### src/rtl/fetch_unit.sv
// Instruction fetch front end: PC generation, in-order tag queue and decode FIFO.
// Optional FETCH_PERF_EN adds saturating fetched/discarded response counters.
module fetch_unit #(
   parameter int              XLEN       = 32,
   parameter logic [XLEN-1:0] RESET_PC   = '0,
   parameter int              FIFO_DEPTH = 4
) (
   input  logic            i_clk,
   input  logic            i_reset_n,
   output logic            o_imem_req,
   output logic [XLEN-1:0] o_imem_addr,
   input  logic            i_imem_gnt,
   input  logic            i_imem_rvalid,
   input  logic [31:0]     i_imem_rdata,
   input  logic            i_redirect,
   input  logic [XLEN-1:0] i_redirect_pc,
   output logic            o_insn_vld,
   output logic [31:0]     o_insn,
   output logic [XLEN-1:0] o_insn_pc,
   input  logic            i_insn_rdy,
   output logic [XLEN-1:0] o_pc_debug
`ifdef FETCH_PERF_EN
   ,
   output logic [31:0]     o_perf_fetched,
   output logic [31:0]     o_perf_discarded
`endif
);

   localparam int PW = $clog2(FIFO_DEPTH);
   localparam int CW = PW + 1;
   localparam logic [CW:0] DEPTH_W = (CW+1)'(FIFO_DEPTH);
   localparam logic [XLEN-1:0] ALIGN = ~(XLEN'(3));

   localparam logic [1:0] S_IDLE  = 2'd0;
   localparam logic [1:0] S_FETCH = 2'd1;
   localparam logic [1:0] S_DRAIN = 2'd2;

   logic [1:0]      state_q, state_d;
   logic [XLEN-1:0] fetch_pc_q, fetch_pc_d;
   logic [CW-1:0]   outst_q, outst_d;
   logic [CW-1:0]   discard_q, discard_d;
   logic [CW-1:0]   cnt_q, cnt_d;
   logic [PW-1:0]   wptr_q, wptr_d;
   logic [PW-1:0]   rptr_q, rptr_d;
   logic [PW-1:0]   tag_wp_q;
   logic [PW-1:0]   tag_rp_q;
   logic [XLEN-1:0] pc_dbg_q;

   logic [31:0]     insn_mem_q [FIFO_DEPTH];
   logic [XLEN-1:0] pc_mem_q   [FIFO_DEPTH];
   logic [XLEN-1:0] tag_mem_q  [FIFO_DEPTH];

   logic [CW:0] credit;
   logic        issue;
   logic        rsp;
   logic        push;
   logic        pop;

   // Credit uses registered occupancy only; a same-cycle pop is not counted.
   assign credit     = {1'b0, cnt_q} + {1'b0, outst_q};
   assign o_imem_req = (state_q == S_FETCH) && (credit < DEPTH_W);
   assign issue      = o_imem_req & i_imem_gnt;
   assign rsp        = i_imem_rvalid & (outst_q != '0);
   assign push       = rsp & (state_q == S_FETCH) & ~i_redirect;
   assign o_insn_vld = (cnt_q != '0);
   assign pop        = o_insn_vld & i_insn_rdy & ~i_redirect;

   assign o_imem_addr = fetch_pc_q & ALIGN;
   assign o_insn      = o_insn_vld ? insn_mem_q[rptr_q] : 32'd0;
   assign o_insn_pc   = o_insn_vld ? pc_mem_q[rptr_q] : '0;
   assign o_pc_debug  = pc_dbg_q;

   assign outst_d = outst_q + CW'(issue) - CW'(rsp);

   always_comb begin
      state_d    = state_q;
      fetch_pc_d = fetch_pc_q;
      discard_d  = discard_q;
      if (i_redirect) begin
         fetch_pc_d = i_redirect_pc & ALIGN;
         discard_d  = outst_d;
         state_d    = (outst_d != '0) ? S_DRAIN : S_FETCH;
      end else begin
         unique case (state_q)
            S_IDLE: state_d = S_FETCH;
            S_FETCH: begin
               if (issue) fetch_pc_d = fetch_pc_q + XLEN'(4);
            end
            S_DRAIN: begin
               if (rsp) begin
                  discard_d = discard_q - CW'(1);
                  if (discard_q == CW'(1)) state_d = S_FETCH;
               end
            end
            default: state_d = S_IDLE;
         endcase
      end
   end

   always_comb begin
      cnt_d  = cnt_q;
      wptr_d = wptr_q;
      rptr_d = rptr_q;
      if (i_redirect) begin
         cnt_d  = '0;
         wptr_d = '0;
         rptr_d = '0;
      end else begin
         cnt_d = cnt_q + CW'(push) - CW'(pop);
         if (push) wptr_d = wptr_q + PW'(1);
         if (pop)  rptr_d = rptr_q + PW'(1);
      end
   end

   always_ff @(posedge i_clk or negedge i_reset_n) begin
      if (!i_reset_n) begin
         state_q    <= S_IDLE;
         fetch_pc_q <= RESET_PC;
         outst_q    <= '0;
         discard_q  <= '0;
         cnt_q      <= '0;
         wptr_q     <= '0;
         rptr_q     <= '0;
         tag_wp_q   <= '0;
         tag_rp_q   <= '0;
         pc_dbg_q   <= '0;
      end else begin
         state_q    <= state_d;
         fetch_pc_q <= fetch_pc_d;
         outst_q    <= outst_d;
         discard_q  <= discard_d;
         cnt_q      <= cnt_d;
         wptr_q     <= wptr_d;
         rptr_q     <= rptr_d;
         if (issue) tag_wp_q <= tag_wp_q + PW'(1);
         if (rsp)   tag_rp_q <= tag_rp_q + PW'(1);
         if (pop)   pc_dbg_q <= o_insn_pc;
      end
   end

   // Tags are consumed by every response, kept or dropped, to stay aligned.
   always_ff @(posedge i_clk) begin
      if (issue) tag_mem_q[tag_wp_q] <= fetch_pc_q & ALIGN;
      if (push) begin
         insn_mem_q[wptr_q] <= i_imem_rdata;
         pc_mem_q[wptr_q]   <= tag_mem_q[tag_rp_q];
      end
   end

`ifdef FETCH_PERF_EN
   logic [31:0] perf_f_q;
   logic [31:0] perf_d_q;
   logic        drop;

   assign drop = rsp & ~push;

   always_ff @(posedge i_clk or negedge i_reset_n) begin
      if (!i_reset_n) begin
         perf_f_q <= '0;
         perf_d_q <= '0;
      end else begin
         if (push && perf_f_q != 32'hFFFF_FFFF) perf_f_q <= perf_f_q + 32'd1;
         if (drop && perf_d_q != 32'hFFFF_FFFF) perf_d_q <= perf_d_q + 32'd1;
      end
   end

   assign o_perf_fetched   = perf_f_q;
   assign o_perf_discarded = perf_d_q;
`endif

endmodule

### config.mk
export PLATFORM = sky130hd
export DESIGN_NAME = fetch_unit
export DESIGN_NICKNAME = d
export VERILOG_FILES = /design/src/rtl/fetch_unit.sv
export SDC_FILE = /design/constraint.sdc
export NUM_CORES = 1
export LEC_CHECK = 0
export ABC_AREA = 1
export BUFFER_PORTS_ARGS = -buffer_cell sky130_fd_sc_hd__buf_4
export CAP_MARGIN = 5
export CORE_ASPECT_RATIO = 0.8
export CORE_MARGIN = 2
export CORE_UTILIZATION = 30
export CTS_BUF_LIST = sky130_fd_sc_hd__clkbuf_2 sky130_fd_sc_hd__clkbuf_4 sky130_fd_sc_hd__clkbuf_8
export DETAILED_ROUTE_END_ITERATION = 7
export GPL_ROUTABILITY_DRIVEN = 0
export HOLD_SLACK_MARGIN = 0.1
export PLACE_DENSITY = 0.55
export SETUP_SLACK_MARGIN = 0.15
export SYNTH_ARGS = -nofsm -noshare
export SYNTH_HDL_FRONTEND = slang
export SYNTH_SLANG_ARGS = --single-unit
### constraint.sdc
create_clock -name i_clk -period 11.2 [get_ports i_clk]
set_input_delay 0 -clock i_clk [delete_from_list [all_inputs] [get_ports i_clk]]
set_output_delay 0 -clock i_clk [all_outputs]
set_load 0.01 [all_outputs]
# Word-level counts from Yosys, hierarchy flattened
# Memory sizes are Yosys's and may differ from the RTL's.
# Cells that the tools add are included.
[totals] ff_bits=83 mem_bits_rw=376 input_bits=70 output_inout_bits=130 word_cells=74 memories=3
[op_classes] add_sub_neg=11 magnitude_cmp=1 n_eq_ne=6 muxes=22 bitwise_logic=7 reduce_logical=14
[memory_table] name="insn_mem_q" depth=4 word_bits=32 rd=1 rd_ports_with_merged_regs=0 write_ports=1 line_no="49" text="logic [31:0] insn_mem_q [FIFO_DEPTH];"
[memory_table] name="pc_mem_q" depth=4 word_bits=32 rd=1 rd_ports_with_merged_regs=0 write_ports=1 line_no="50" text="logic [XLEN-1:0] pc_mem_q [FIFO_DEPTH];"
[memory_table] name="tag_mem_q" depth=4 word_bits=30 rd=1 rd_ports_with_merged_regs=0 write_ports=1 line_no="51" text="logic [XLEN-1:0] tag_mem_q [FIFO_DEPTH];"
[op_table] cell="$mux W32" n=5
[op_table] cell="$add A32 B3 Y32 const B" n=1
[op_table] cell="$mux W2" n=8
[op_table] cell="$mux W3" n=4
[op_table] cell="$reduce_bool A2 Y1" n=6
[op_table] cell="$reduce_bool A3 Y1" n=3
[op_table] cell="$add A2 B1 Y2 const B" n=4
[op_table] cell="$add A3 B1 Y3" n=2
[op_table] cell="$and A1 B1 Y1" n=6
[op_table] cell="$ne A3 B3 Y1 const B" n=2
[op_table] cell="$pmux W2 S3" n=1
[op_table] cell="$sub A3 B1 Y3" n=2
[op_table] cell="$add A3 B3 Y4" n=1
[op_table] cell="$lt A4 B3 Y1 const B" n=1
[op_table] cell="$mux W1" n=4
[op_table] cell="$reduce_and A2 Y1" n=2
[op_table] cell="$eq A3 B1 Y1 const B" n=1
[op_table] cell="$reduce_and A3 Y1" n=1
[op_table] cell="$sub A3 B1 Y3 const B" n=1
[op_table] cell="$eq A2 B1 Y1 const B" n=1
[op_table] cell="$eq A2 B2 Y1 const B" n=1
[op_table] cell="$logic_not A2 Y1" n=1
[op_table] cell="$ne A2 B2 Y1 const B" n=1
[op_table] cell="$logic_and A1 B1 Y1" n=1
[op_table] cell="$not A1 Y1" n=1

# Logic depth before layout (Yosys ltp)
# Gate-level depths: netlist of run 1.
[logic_depth] word_depth=9 mapped_depth=16 mapped_depth_nobuf=15

# Worst setup path after synthesis of run 1
# No wires, ideal clock.
[synth_path] path_type="register to register" start="reg state_q[1]" end="mem insn_mem_q[0][0] (enable)" setup_ps=482 t_arrival_ps=3490 required_ps=10718 setup_slack_ps=7228 path_stages_with_launch=6 path_buffers=0 period_less_slack_ps=3972 path_cell_list="dfrtp_1 nor2_4 inv_1 nor2_1 nand2_1 nor2_1"
[synth_between] elab_chain_cells=5
[synth_rtl] item="from (decl)" line_no="38" text="logic [1:0] state_q, state_d;"
[synth_rtl] item="from (signal assigned)" line_no="128" text="state_q <= state_d;"
[synth_rtl] item="$eq A2 B1 Y1" line_no="64" text="assign push = rsp & (state_q == S_FETCH) & ~i_redirect;"
[synth_rtl] item="$and A1 B1 Y1 (2 in series)" line_no="64"
[synth_rtl] item="$mux W1" line_no="144" text="if (push) begin"
[synth_rtl] item="$mux W1 (implied by the code)" line_no="145" text="insn_mem_q[wptr_q] <= i_imem_rdata;"
[synth_rtl] item="to (decl)" line_no="49"
# No other way between the ends.

# Worst setup path in the final report of run 1
[layout_path] start="reg rptr_q[0]" end="out o_insn_pc[28]"
[layout_between] elab_chain_cells=2
[layout_rtl] item="from (decl)" line_no="44" text="logic [PW-1:0] rptr_q, rptr_d;"
[layout_rtl] item="from (signal assigned)" line_no="134" text="rptr_q <= rptr_d;"
[layout_rtl] item="$mem_v2 Z4 W32"
[layout_rtl] item="$mux W32" line_no="70" text="assign o_insn_pc = o_insn_vld ? pc_mem_q[rptr_q] : '0;"
[layout_rtl] item="to (decl)" line_no="19" text="output logic [XLEN-1:0] o_insn_pc,"
# No other way between the ends.

==> results of run 1 <==
==> layout by cell type (no fill, tap or decap) <==
cell	instances
sky130_fd_sc_hd__a21oi_1	38
sky130_fd_sc_hd__and3_1	1
sky130_fd_sc_hd__buf_4	204
sky130_fd_sc_hd__bufinv_16	3
sky130_fd_sc_hd__clkbuf_4	14
sky130_fd_sc_hd__clkbuf_8	83
sky130_fd_sc_hd__clkinv_1	26
sky130_fd_sc_hd__clkinv_2	12
sky130_fd_sc_hd__clkinvlp_4	5
sky130_fd_sc_hd__conb_1	6
sky130_fd_sc_hd__dfrtp_1	77
sky130_fd_sc_hd__dfrtp_2	1
sky130_fd_sc_hd__dfrtp_4	1
sky130_fd_sc_hd__dlygate4sd3_1	157
sky130_fd_sc_hd__edfxtp_1	368
sky130_fd_sc_hd__fa_1	2
sky130_fd_sc_hd__ha_1	17
sky130_fd_sc_hd__inv_1	79
sky130_fd_sc_hd__inv_2	3
sky130_fd_sc_hd__inv_4	1
sky130_fd_sc_hd__inv_8	1
sky130_fd_sc_hd__nand2_1	240
sky130_fd_sc_hd__nand2_2	3
sky130_fd_sc_hd__nand2_4	2
sky130_fd_sc_hd__nand3_1	56
sky130_fd_sc_hd__nand4_1	1
sky130_fd_sc_hd__nor2_1	332
sky130_fd_sc_hd__nor2_2	3
sky130_fd_sc_hd__nor2_4	12
sky130_fd_sc_hd__nor2_8	1
sky130_fd_sc_hd__nor3_1	1
sky130_fd_sc_hd__o211ai_1	2
sky130_fd_sc_hd__o21ai_0	206
sky130_fd_sc_hd__o21ai_1	23
sky130_fd_sc_hd__o21bai_1	4
sky130_fd_sc_hd__o22a_1	30
sky130_fd_sc_hd__o22ai_1	30
sky130_fd_sc_hd__or2_2	3
sky130_fd_sc_hd__xnor2_1	6
sky130_fd_sc_hd__xor2_1	7
==> flip-flops by register name, summed over array words and instances (netlist names) <==
name / cells
insn_mem_q: 128
fetch_pc_q: 30
tag_mem_q: 120
outst_q: 3
rptr_q: 2
wptr_q: 2
tag_wp_q: 2
discard_q: 3
pc_mem_q: 120
tag_rp_q: 2
state_q: 2
o_pc_debug: 30
cnt_q: 3
==> where the power goes <==
| group | switching [mW] | total [mW] | internal (mW) |
|---|---|---|---|
| Clock | 0.673 | 1.48 | 0.804 |
| Sequential | 0.165 | 2.24 | 2.08 |
| Combinational | 1.05 | 1.67 | 0.619 |
==> cells by family (layout without fill, tap and decap cells) <==
| group | after synthesis | count (layout) | synth area share, % |
|---|---|---|---|
| other cells | 1 | 6 | 0.0202 |
| xor+xnor | 13 | 13 | 0.612 |
| compound gates | 333 | 333 | 9.85 |
| flops | 447 | 447 | 70.0 |
| simple gates | 655 | 655 | 14.1 |
| fa+ha+maj | 19 | 19 | 1.36 |
| buf+inv | 174 | 588 | 4.03 |
==> worst reg2reg max path, stage by stage (launching register included) <==
cell,delay (ns)
sky130_fd_sc_hd__dfrtp_1,0.41
sky130_fd_sc_hd__ha_1,0.30
sky130_fd_sc_hd__nor2_1,0.10
sky130_fd_sc_hd__nand2_1,0.09
sky130_fd_sc_hd__nor2_4,0.12
sky130_fd_sc_hd__nand2_4,0.27
sky130_fd_sc_hd__ha_1,0.41
sky130_fd_sc_hd__inv_1,0.04
sky130_fd_sc_hd__ha_1,0.18
sky130_fd_sc_hd__fa_1,0.48
sky130_fd_sc_hd__or2_2,0.31
sky130_fd_sc_hd__o21ai_0,0.24
sky130_fd_sc_hd__o21ai_0,0.14
==> layout make-up <==
cell class              count  area [sq um]  share of cell area, %
clock buffers              97          1250                   5.21
inverters                  85           323                   1.35
multi-input cells        1026          4900                   20.5
flip-flops and latches    447         13000                   54.5
well taps                 830          1040                   4.34
clock inverters            45           288                   1.20
repair buffers            361          3100                   13.0
==> routing by layer <==
metal  routed length [um]  global-route usage, %  share of wire, %  vias to the layer above
met5                    0                      0                 0                        -
met1                23600                   22.0                47                     6504
li1                     -                      -                 -                     6382
met3                 2910                   3.37               5.8                       64
met2                22600                   24.3                45                      372
met4                  790                   3.70               1.6                        0
==> final timing paths <==
kind | startpoint | end | slack (ns) | depth (start not counted)
min reg2reg | o_pc_debug[7] | o_pc_debug[7] | 0.49 | 2
max reg2reg | outst_q[2] | state_q[1] | 8.01 | 12
min | i_imem_rdata[7] | insn_mem_q[2][7] | 0.18 | 2
max in group asynchronous | i_reset_n | fetch_pc_q[28] | 10.02 | 3
min in group asynchronous | i_reset_n | fetch_pc_q[29] | 0.20 | 3
max | rptr_q[0] | o_insn_pc[28] | 7.70 | 6
==> per-stage QoR <==
stage,util (%),instances
6_report,39.1,2891
5_1_grt,39.1,2891
4_1_cts,39.1,2891
3_5_place_dp,34.0,2592
3_3_place_gp,34.0,2592
2_1_floorplan,-,1647
==> synth_stat cells (2+ instances only) <==
| cell type | number | share of area (%) |
|---|---|---|
| sky130_fd_sc_hd__o22ai_1 | 30 | 1.0 |
| sky130_fd_sc_hd__inv_1 | 79 | 1.6 |
| sky130_fd_sc_hd__nor2_4 | 4 | 0.24 |
| sky130_fd_sc_hd__nor2_1 | 340 | 6.9 |
| sky130_fd_sc_hd__clkbuf_1 | 50 | 1.0 |
| sky130_fd_sc_hd__a21oi_1 | 38 | 1.0 |
| sky130_fd_sc_hd__nand3_1 | 56 | 1.5 |
| sky130_fd_sc_hd__buf_6 | 4 | 0.24 |
| sky130_fd_sc_hd__fa_1 | 2 | 0.22 |
| sky130_fd_sc_hd__nand2_1 | 240 | 4.8 |
| sky130_fd_sc_hd__nor2_2 | 3 | 0.10 |
| sky130_fd_sc_hd__nand2_2 | 3 | 0.10 |
| sky130_fd_sc_hd__ha_1 | 17 | 1.1 |
| sky130_fd_sc_hd__buf_1 | 3 | 0.061 |
| sky130_fd_sc_hd__xor2_1 | 7 | 0.33 |
| sky130_fd_sc_hd__o211ai_1 | 2 | 0.081 |
| sky130_fd_sc_hd__o22a_1 | 30 | 1.4 |
| sky130_fd_sc_hd__buf_4 | 9 | 0.36 |
| sky130_fd_sc_hd__or2_2 | 3 | 0.10 |
| sky130_fd_sc_hd__buf_2 | 22 | 0.59 |
| sky130_fd_sc_hd__o21ai_0 | 206 | 5.5 |
| sky130_fd_sc_hd__nand2_4 | 2 | 0.12 |
| sky130_fd_sc_hd__inv_2 | 3 | 0.061 |
| sky130_fd_sc_hd__edfxtp_1 | 368 | 59 |
| sky130_fd_sc_hd__xnor2_1 | 6 | 0.28 |
| sky130_fd_sc_hd__o21bai_1 | 4 | 0.16 |
| sky130_fd_sc_hd__dfrtp_1 | 79 | 11 |
| sky130_fd_sc_hd__o21ai_1 | 23 | 0.62 |
==> out/qor.csv, run 1 <==
stage;metric;value;unit
critical_path;critical path start-end classification;reg2out;
global_routing;global routing usage summed across all routing layers;15.6;%
global_routing;initial antenna violation count;1;
sta;final number of setup-violating endpoints;0;
clock_network;Clock H-tree levels;3;
critical_path;most numerous cell on the critical path;sky130_fd_sc_hd__buf_4;
place;buffers added on ports;191;
place;cell area reported after detailed placement;20800;sq um
critical_path;number of buffer and inverter instances along the worst setup path;3;
clock_network;root cell of the clock tree;sky130_fd_sc_hd__clkbuf_8;
sta;Slew @ Worst Pin;1.11;ns
clock_network;clock slew seen by the registers of the worst setup and hold paths;0.06;ns
sta;Min Clock Period, post-route;3.50;ns
logic_synthesis;post-synthesis instance area;18600;sq um
sta;share of the clock period used by the worst path;31.3;%
sta;hold_ws;0.177;ns
drt;total wire length;49.9;mm
critical_path;arrival time of the worst setup path;3.50;ns
critical_path;kind of cell adding the most delay to the critical path;buffers and inverters;
die;x dimension of the die;282;um
clock_network;buffer levels on the longest clock path;3;
logic_synthesis;register bit total from synthesis;447;
cells_and_area;layout filler cell count;5917;
sta;number of pins exceeding their max-slew limit in the final report;0;
cells_and_area;share of final-layout standard cells stronger than drive strength 1;17.1;%
logic_synthesis;count of different cell masters after synthesis;37;
place;dpl hpwl;28.6;mm
power;maximum vdd ir drop;131;uV
critical_path;sort of element at the end of the critical path;output pin;
logic_synthesis;fraction of registers with async set/reset;17.7;%
global_routing;global route total overflow;0;
sta;min setup slack post-route;7.70;ns
critical_path;CP cell instances;inv_4, buf_4, o21ai_0, o22a_1, nor2_1, buf_4;
logic_synthesis;portion of the post-synthesis area used by sequential elements;70.0;%
critical_path;worst stage delay on the critical path;0.71;ns
logic_synthesis;ys flop type;sky130_fd_sc_hd__edfxtp_1;
clock_network;clock tree from TritonCTS;yes;
drt;residual antenna-violating net count after detailed routing;0;
drt;remaining routing DRC violations;0;
drt;Routed WL per cell;17.3;um
clock_network;number of buffers created by CTS;76;
sta;Final Skew;0.0265;ns
outcome;run status;completed;
global_routing;global-route wire length before repair;75.8;mm
drt;number of vias per cell;4.61;
drt;first-pass detailed-route iteration total;5;
cells_and_area;post-synthesis to final-layout area growth;28.7;%
critical_path;cell with the largest stage delay on the worst path;sky130_fd_sc_hd__dfrtp_4;
sta;Worst slew margin;25.8;%
sta;FMAX;286;MHz
flow_run;number of max-cap violations;0;
drt;Iter 0 DRT Violations;1218;
clock_network;clock insertion delay at the later pin of the skew report;0.63;ns
critical_path;Startpoint Class;register;
die;Std-Cell Core Area;61200;sq um
die;std cell rows;81;
cells_and_area;net count reported at finish;2086;
power;leakage component of the power;9.07;nW
die;Die Y-Extent;227;um
logic_synthesis;yosys synthesis warning count;0;
clock_network;cts repair resizes;0;
sta;RSZ-0062 raised after global routing;false;
sta;endpoints failing hold;0;
die;initial standard-cell utilization of the core;30.4;%
global_routing;maximum number of pins on one net before global-route repair;74;
logic_synthesis;gate count after technology mapping;1642;
power;power per cell area;225;nW/um^2
clock_network;Setup Fix Bufs, Post-CTS;0;
cells_and_area;final design instance area without fill;23900;sq um
clock_network;# clock sinks;447;
min_path;hold crit path type;in2reg;
drt;DR vias;13322;
die;total die area;64000;sq um
clock_network;Post-CTS Hold Buffers;157;
global_routing;via count of the first global-routing pass;13091;
logic_synthesis;EDFF count, synth;368;
sta;setup total negative slack;0;ns
critical_path;largest driver fanout on the critical path;73;
logic_synthesis;mean instance size in the synthesized netlist;11.3;sq um
power;Pwr Total;5.38;mW
place;Placement Setup Slack;8.00;ns
cells_and_area;count of inserted antenna diode cells;0;
die;I/O Pins;200;
critical_path;CP Data Required Time;11.20;ns
(Power assumes the default switching activity.)
==> run 2, diff against run 1 <==
ABC_AREA = 0   (was 1)
clock period = 3.65 ns   (was 11.2 ns; I/O delays follow)
==> run 2 against run 1 <==
Effect of this change:
- non-clock buffer count down 3
- sequential share of layout area up 1.5 points
- register-to-register slack worse by 7.6 ns
- utilization up 0.16 points
- critical endpoint is now state_q[0]
- cell area down 2.6%
- critical path type is now reg2reg
- setup slack worse by 7.3 ns
- cell count down 25%
==> out/qor.csv, run 2 <==
stage;metric;value;unit;change
outcome;run status;completed;;
sta;Min Clock Period, post-route;3.21;ns;
place;cell total after placement;1905;;-27%
critical_path;critical path start-end classification;reg2reg;;
sta;setup total negative slack;0;ns;unchanged
cells_and_area;Cell Count, Final, Fillers Out;2181;;-25%
global_routing;initial antenna violation count;1;;unchanged
die;total die area;61800;sq um;-3.4%
critical_path;CP cell instances;ha_1, nor4b_4, nand3_1, ha_1, inv_1, ha_1, fa_1, xor2_1, xnor2_1, o32a_1, a31oi_1;;
place;dpl hpwl;26.8;mm;-6.1%
drt;Iter 0 DRT Violations;619;;-49%
critical_path;arrival time of the worst setup path;3.77;ns;+0.27 ns
sta;final number of setup-violating endpoints;0;;unchanged
die;std cell rows;80;;-1.2%
critical_path;worst stage delay on the critical path;0.43;ns;-0.28 ns
power;Pwr Total;15.0;mW;+180%
logic_synthesis;fraction of registers with async set/reset;17.7;%;unchanged
drt;first-pass detailed-route iteration total;4;;-1
logic_synthesis;EDFF count, synth;368;;unchanged
critical_path;logic depth of the worst register-to-register path;11;;-1
sta;share of the clock period used by the worst path;88.0;%;
sta;Slew @ Worst Pin;1.01;ns;-0.103 ns
drt;remaining routing DRC violations;0;;unchanged
clock_network;Clock H-tree levels;3;;unchanged
clock_network;clock slew seen by the registers of the worst setup and hold paths;0.06;ns;about the same
cells_and_area;biggest registers after layout;insn_mem_q: 128 flops, pc_mem_q: 120 flops, tag_mem_q: 120 flops;;
die;Die Y-Extent;223;um;-1.7%
logic_synthesis;biggest area contributors in the synthesized netlist;sky130_fd_sc_hd__edfxtp_1, sky130_fd_sc_hd__mux4_2, sky130_fd_sc_hd__dfrtp_1;;
logic_synthesis;portion of the post-synthesis area used by sequential elements;72.6;%;+2.5 points
cells_and_area;final design instance area without fill;23300;sq um;-2.6%
place;cell area reported after detailed placement;20300;sq um;-2.3%
cells_and_area;largest register by flop count;insn_mem_q;;
sta;RSZ-0062 raised after global routing;false;;
critical_path;number of buffer and inverter instances along the worst setup path;1;;-2
global_routing;global route total overflow;0;;unchanged
clock_network;number of buffers created by CTS;76;;unchanged
critical_path;most numerous cell on the critical path;sky130_fd_sc_hd__ha_1;;
clock_network;root cell of the clock tree;sky130_fd_sc_hd__clkbuf_8;;
place;buffers added on ports;191;;unchanged
cells_and_area;leading cell type in the layout, fill and taps excluded;sky130_fd_sc_hd__edfxtp_1;;
global_routing;via count of the first global-routing pass;10699;;-18%
drt;residual antenna-violating net count after detailed routing;0;;unchanged
critical_path;path length in cells of the critical path;11;;+5
clock_network;# clock sinks;447;;unchanged
min_path;hold crit path type;in2reg;;
clock_network;buffer levels on the longest clock path;3;;unchanged
drt;Routed WL per cell;20.3;um;+17%
cells_and_area;post-synthesis to final-layout area growth;29.8;%;
critical_path;sort of element at the end of the critical path;register;;
critical_path;kind of cell adding the most delay to the critical path;adder cells;;
logic_synthesis;post-synthesis instance area;17900;sq um;-3.5%
cells_and_area;max reg flops;128;;unchanged
critical_path;CP Data Required Time;4.21;ns;-6.99 ns
min_path;worst hold stages;4;;+2
cells_and_area;net count reported at finish;1431;;-31%
sta;FMAX;311;MHz;
die;initial standard-cell utilization of the core;30.2;%;-0.15 points
cells_and_area;commonest cells after routing, fill and taps aside;sky130_fd_sc_hd__edfxtp_1, sky130_fd_sc_hd__buf_4, sky130_fd_sc_hd__dlygate4sd3_1;;
global_routing;global-route wire length before repair;66.8;mm;-12%
drt;DR vias;10350;;-22%
clock_network;clock insertion delay at the later pin of the skew report;0.64;ns;about the same
logic_synthesis;library cell with the highest instance count after synthesis;sky130_fd_sc_hd__edfxtp_1;;
sta;endpoints failing hold;0;;unchanged
logic_synthesis;gate count after technology mapping;959;;-42%
logic_synthesis;Synth top area share;61.6;%;+2.2 points
power;leakage component of the power;8.24;nW;-9.1%
logic_synthesis;register bit total from synthesis;447;;unchanged
clock_network;clock tree from TritonCTS;yes;;
critical_path;cell with the largest stage delay on the worst path;sky130_fd_sc_hd__nor4b_4;;
power;maximum vdd ir drop;394;uV;+200%
critical_path;Startpoint Class;register;;
die;x dimension of the die;277;um;-1.7%
logic_synthesis;area leader, netlist;sky130_fd_sc_hd__edfxtp_1;;
logic_synthesis;count of different cell masters after synthesis;60;;+62%
cells_and_area;share of final-layout standard cells stronger than drive strength 1;34.6;%;+18 points
power;power per cell area;646;nW/um^2;+190%
sta;Worst slew margin;32.8;%;+7.0 points
critical_path;worst-case register-to-register setup slack;0.44;ns;-7.57 ns
sta;number of pins exceeding their max-slew limit in the final report;0;;unchanged
drt;number of vias per cell;4.75;;+3.0%
logic_synthesis;yosys synthesis warning count;0;;unchanged
global_routing;maximum number of pins on one net before global-route repair;65;;-12%
flow_run;number of max-cap violations;0;;unchanged
cells_and_area;layout filler cell count;5453;;-7.8%
logic_synthesis;ys flop type;sky130_fd_sc_hd__edfxtp_1;;
die;I/O Pins;200;;unchanged
drt;total wire length;44.2;mm;-11%
die;Std-Cell Core Area;59400;sq um;-3.0%
logic_synthesis;mean instance size in the synthesized netlist;18.7;sq um;+65%
critical_path;largest driver fanout on the critical path;6;;-92%
sta;Final Skew;0.0247;ns;-0.00179 ns
logic_synthesis;Post-synth top cells;sky130_fd_sc_hd__edfxtp_1, sky130_fd_sc_hd__mux4_2, sky130_fd_sc_hd__dfrtp_1;;
global_routing;global routing usage summed across all routing layers;14.4;%;-1.1 points
==> run 2: changes by cell type after synthesis, moves of 33 or more <==
cell                      previous run  this run
sky130_fd_sc_hd__a21oi_1            38         5
sky130_fd_sc_hd__mux4_2              0        92
sky130_fd_sc_hd__nand3_1            56        21
sky130_fd_sc_hd__inv_1              79        18
sky130_fd_sc_hd__nor2_1            340        24
sky130_fd_sc_hd__and2_1              0        69
sky130_fd_sc_hd__o21ai_0           206         7
sky130_fd_sc_hd__nand2_1           240        23
==> run 2: path summary, 6_finish.rpt <==
kind | start | endpoint
setup / recovery | outst_q[2] | state_q[0]
hold / removal | i_redirect_pc[26] | fetch_pc_q[26]
setup reg to reg | outst_q[2] | state_q[0]
hold reg to reg | state_q[1] | state_q[0]
max in group asynchronous | i_reset_n | o_pc_debug[23]
min in group asynchronous | i_reset_n | fetch_pc_q[13]
==> run 2: cells by family after synthesis <==
logic type	count (synthesis)	synth area share (%)
fa+ha+maj	19	1.41
other cells	1	0.0209
simple gates	211	7.12
flops	447	72.6
mux	126	13.7
compound gates	65	2.50
xor+xnor	13	0.634
buf+inv	77	2.07
==> run 2: worst min-delay path: stages <==
cell and delay [ns]:
sky130_fd_sc_hd__dlygate4sd3_1 0.52, sky130_fd_sc_hd__buf_4 0.10, sky130_fd_sc_hd__nor2_1 0.03, sky130_fd_sc_hd__a31oi_1 0.12
==> run 2: final cells by class <==
cell class | count | area [sq um] | area share [%]
clock inverters | 30 | 248 | 1.06
inverters | 19 | 71.3 | 0.306
repair buffers | 358 | 3080 | 13.2
flip-flops and latches | 447 | 13000 | 56.0
multi-input cells | 440 | 4590 | 19.7
clock buffers | 106 | 1300 | 5.59
diodes | 2 | 5.00 | 0.0215
well taps | 779 | 975 | 4.18
==> run 2: where the power goes <==
part	total, mW	switching (mW)	internal, mW
clock	4.59	2.00	2.59
combinational	3.86	1.84	2.02
sequential	6.58	0.460	6.12
total	15.0	4.30	10.7
==> run 2: layer usage <==
layer  global-route usage, %  up-vias  routed length (um)
met5                       0        -                   0
met4                    4.14        0                 943
met3                    3.56       76                2320
met2                    22.0      300               20100
met1                    20.5     5377               20900
li1                        -     4597                   -
==> run 2: stage by stage <==
step | util (%) | hold WS, ns | setup WS [ns]
6_report | 39.3 | 0.176 | 0.437
5_1_grt | 39.2 | 0.128 | 0.288
4_1_cts | 39.2 | 0.108 | 0.436
3_5_place_dp | 34.3 | 0.129 | 0.473
3_3_place_gp | 34.3 | 0.125 | 0.533
2_1_floorplan | - | -0.296 | 0.399
==> run 2: timing repair <==
action / CTS / global route
resized for setup: 0 / 0
endpoints found under the hold margin: 371 / 0
hold buffers: 138 / 0
setup buffers: 0 / 0
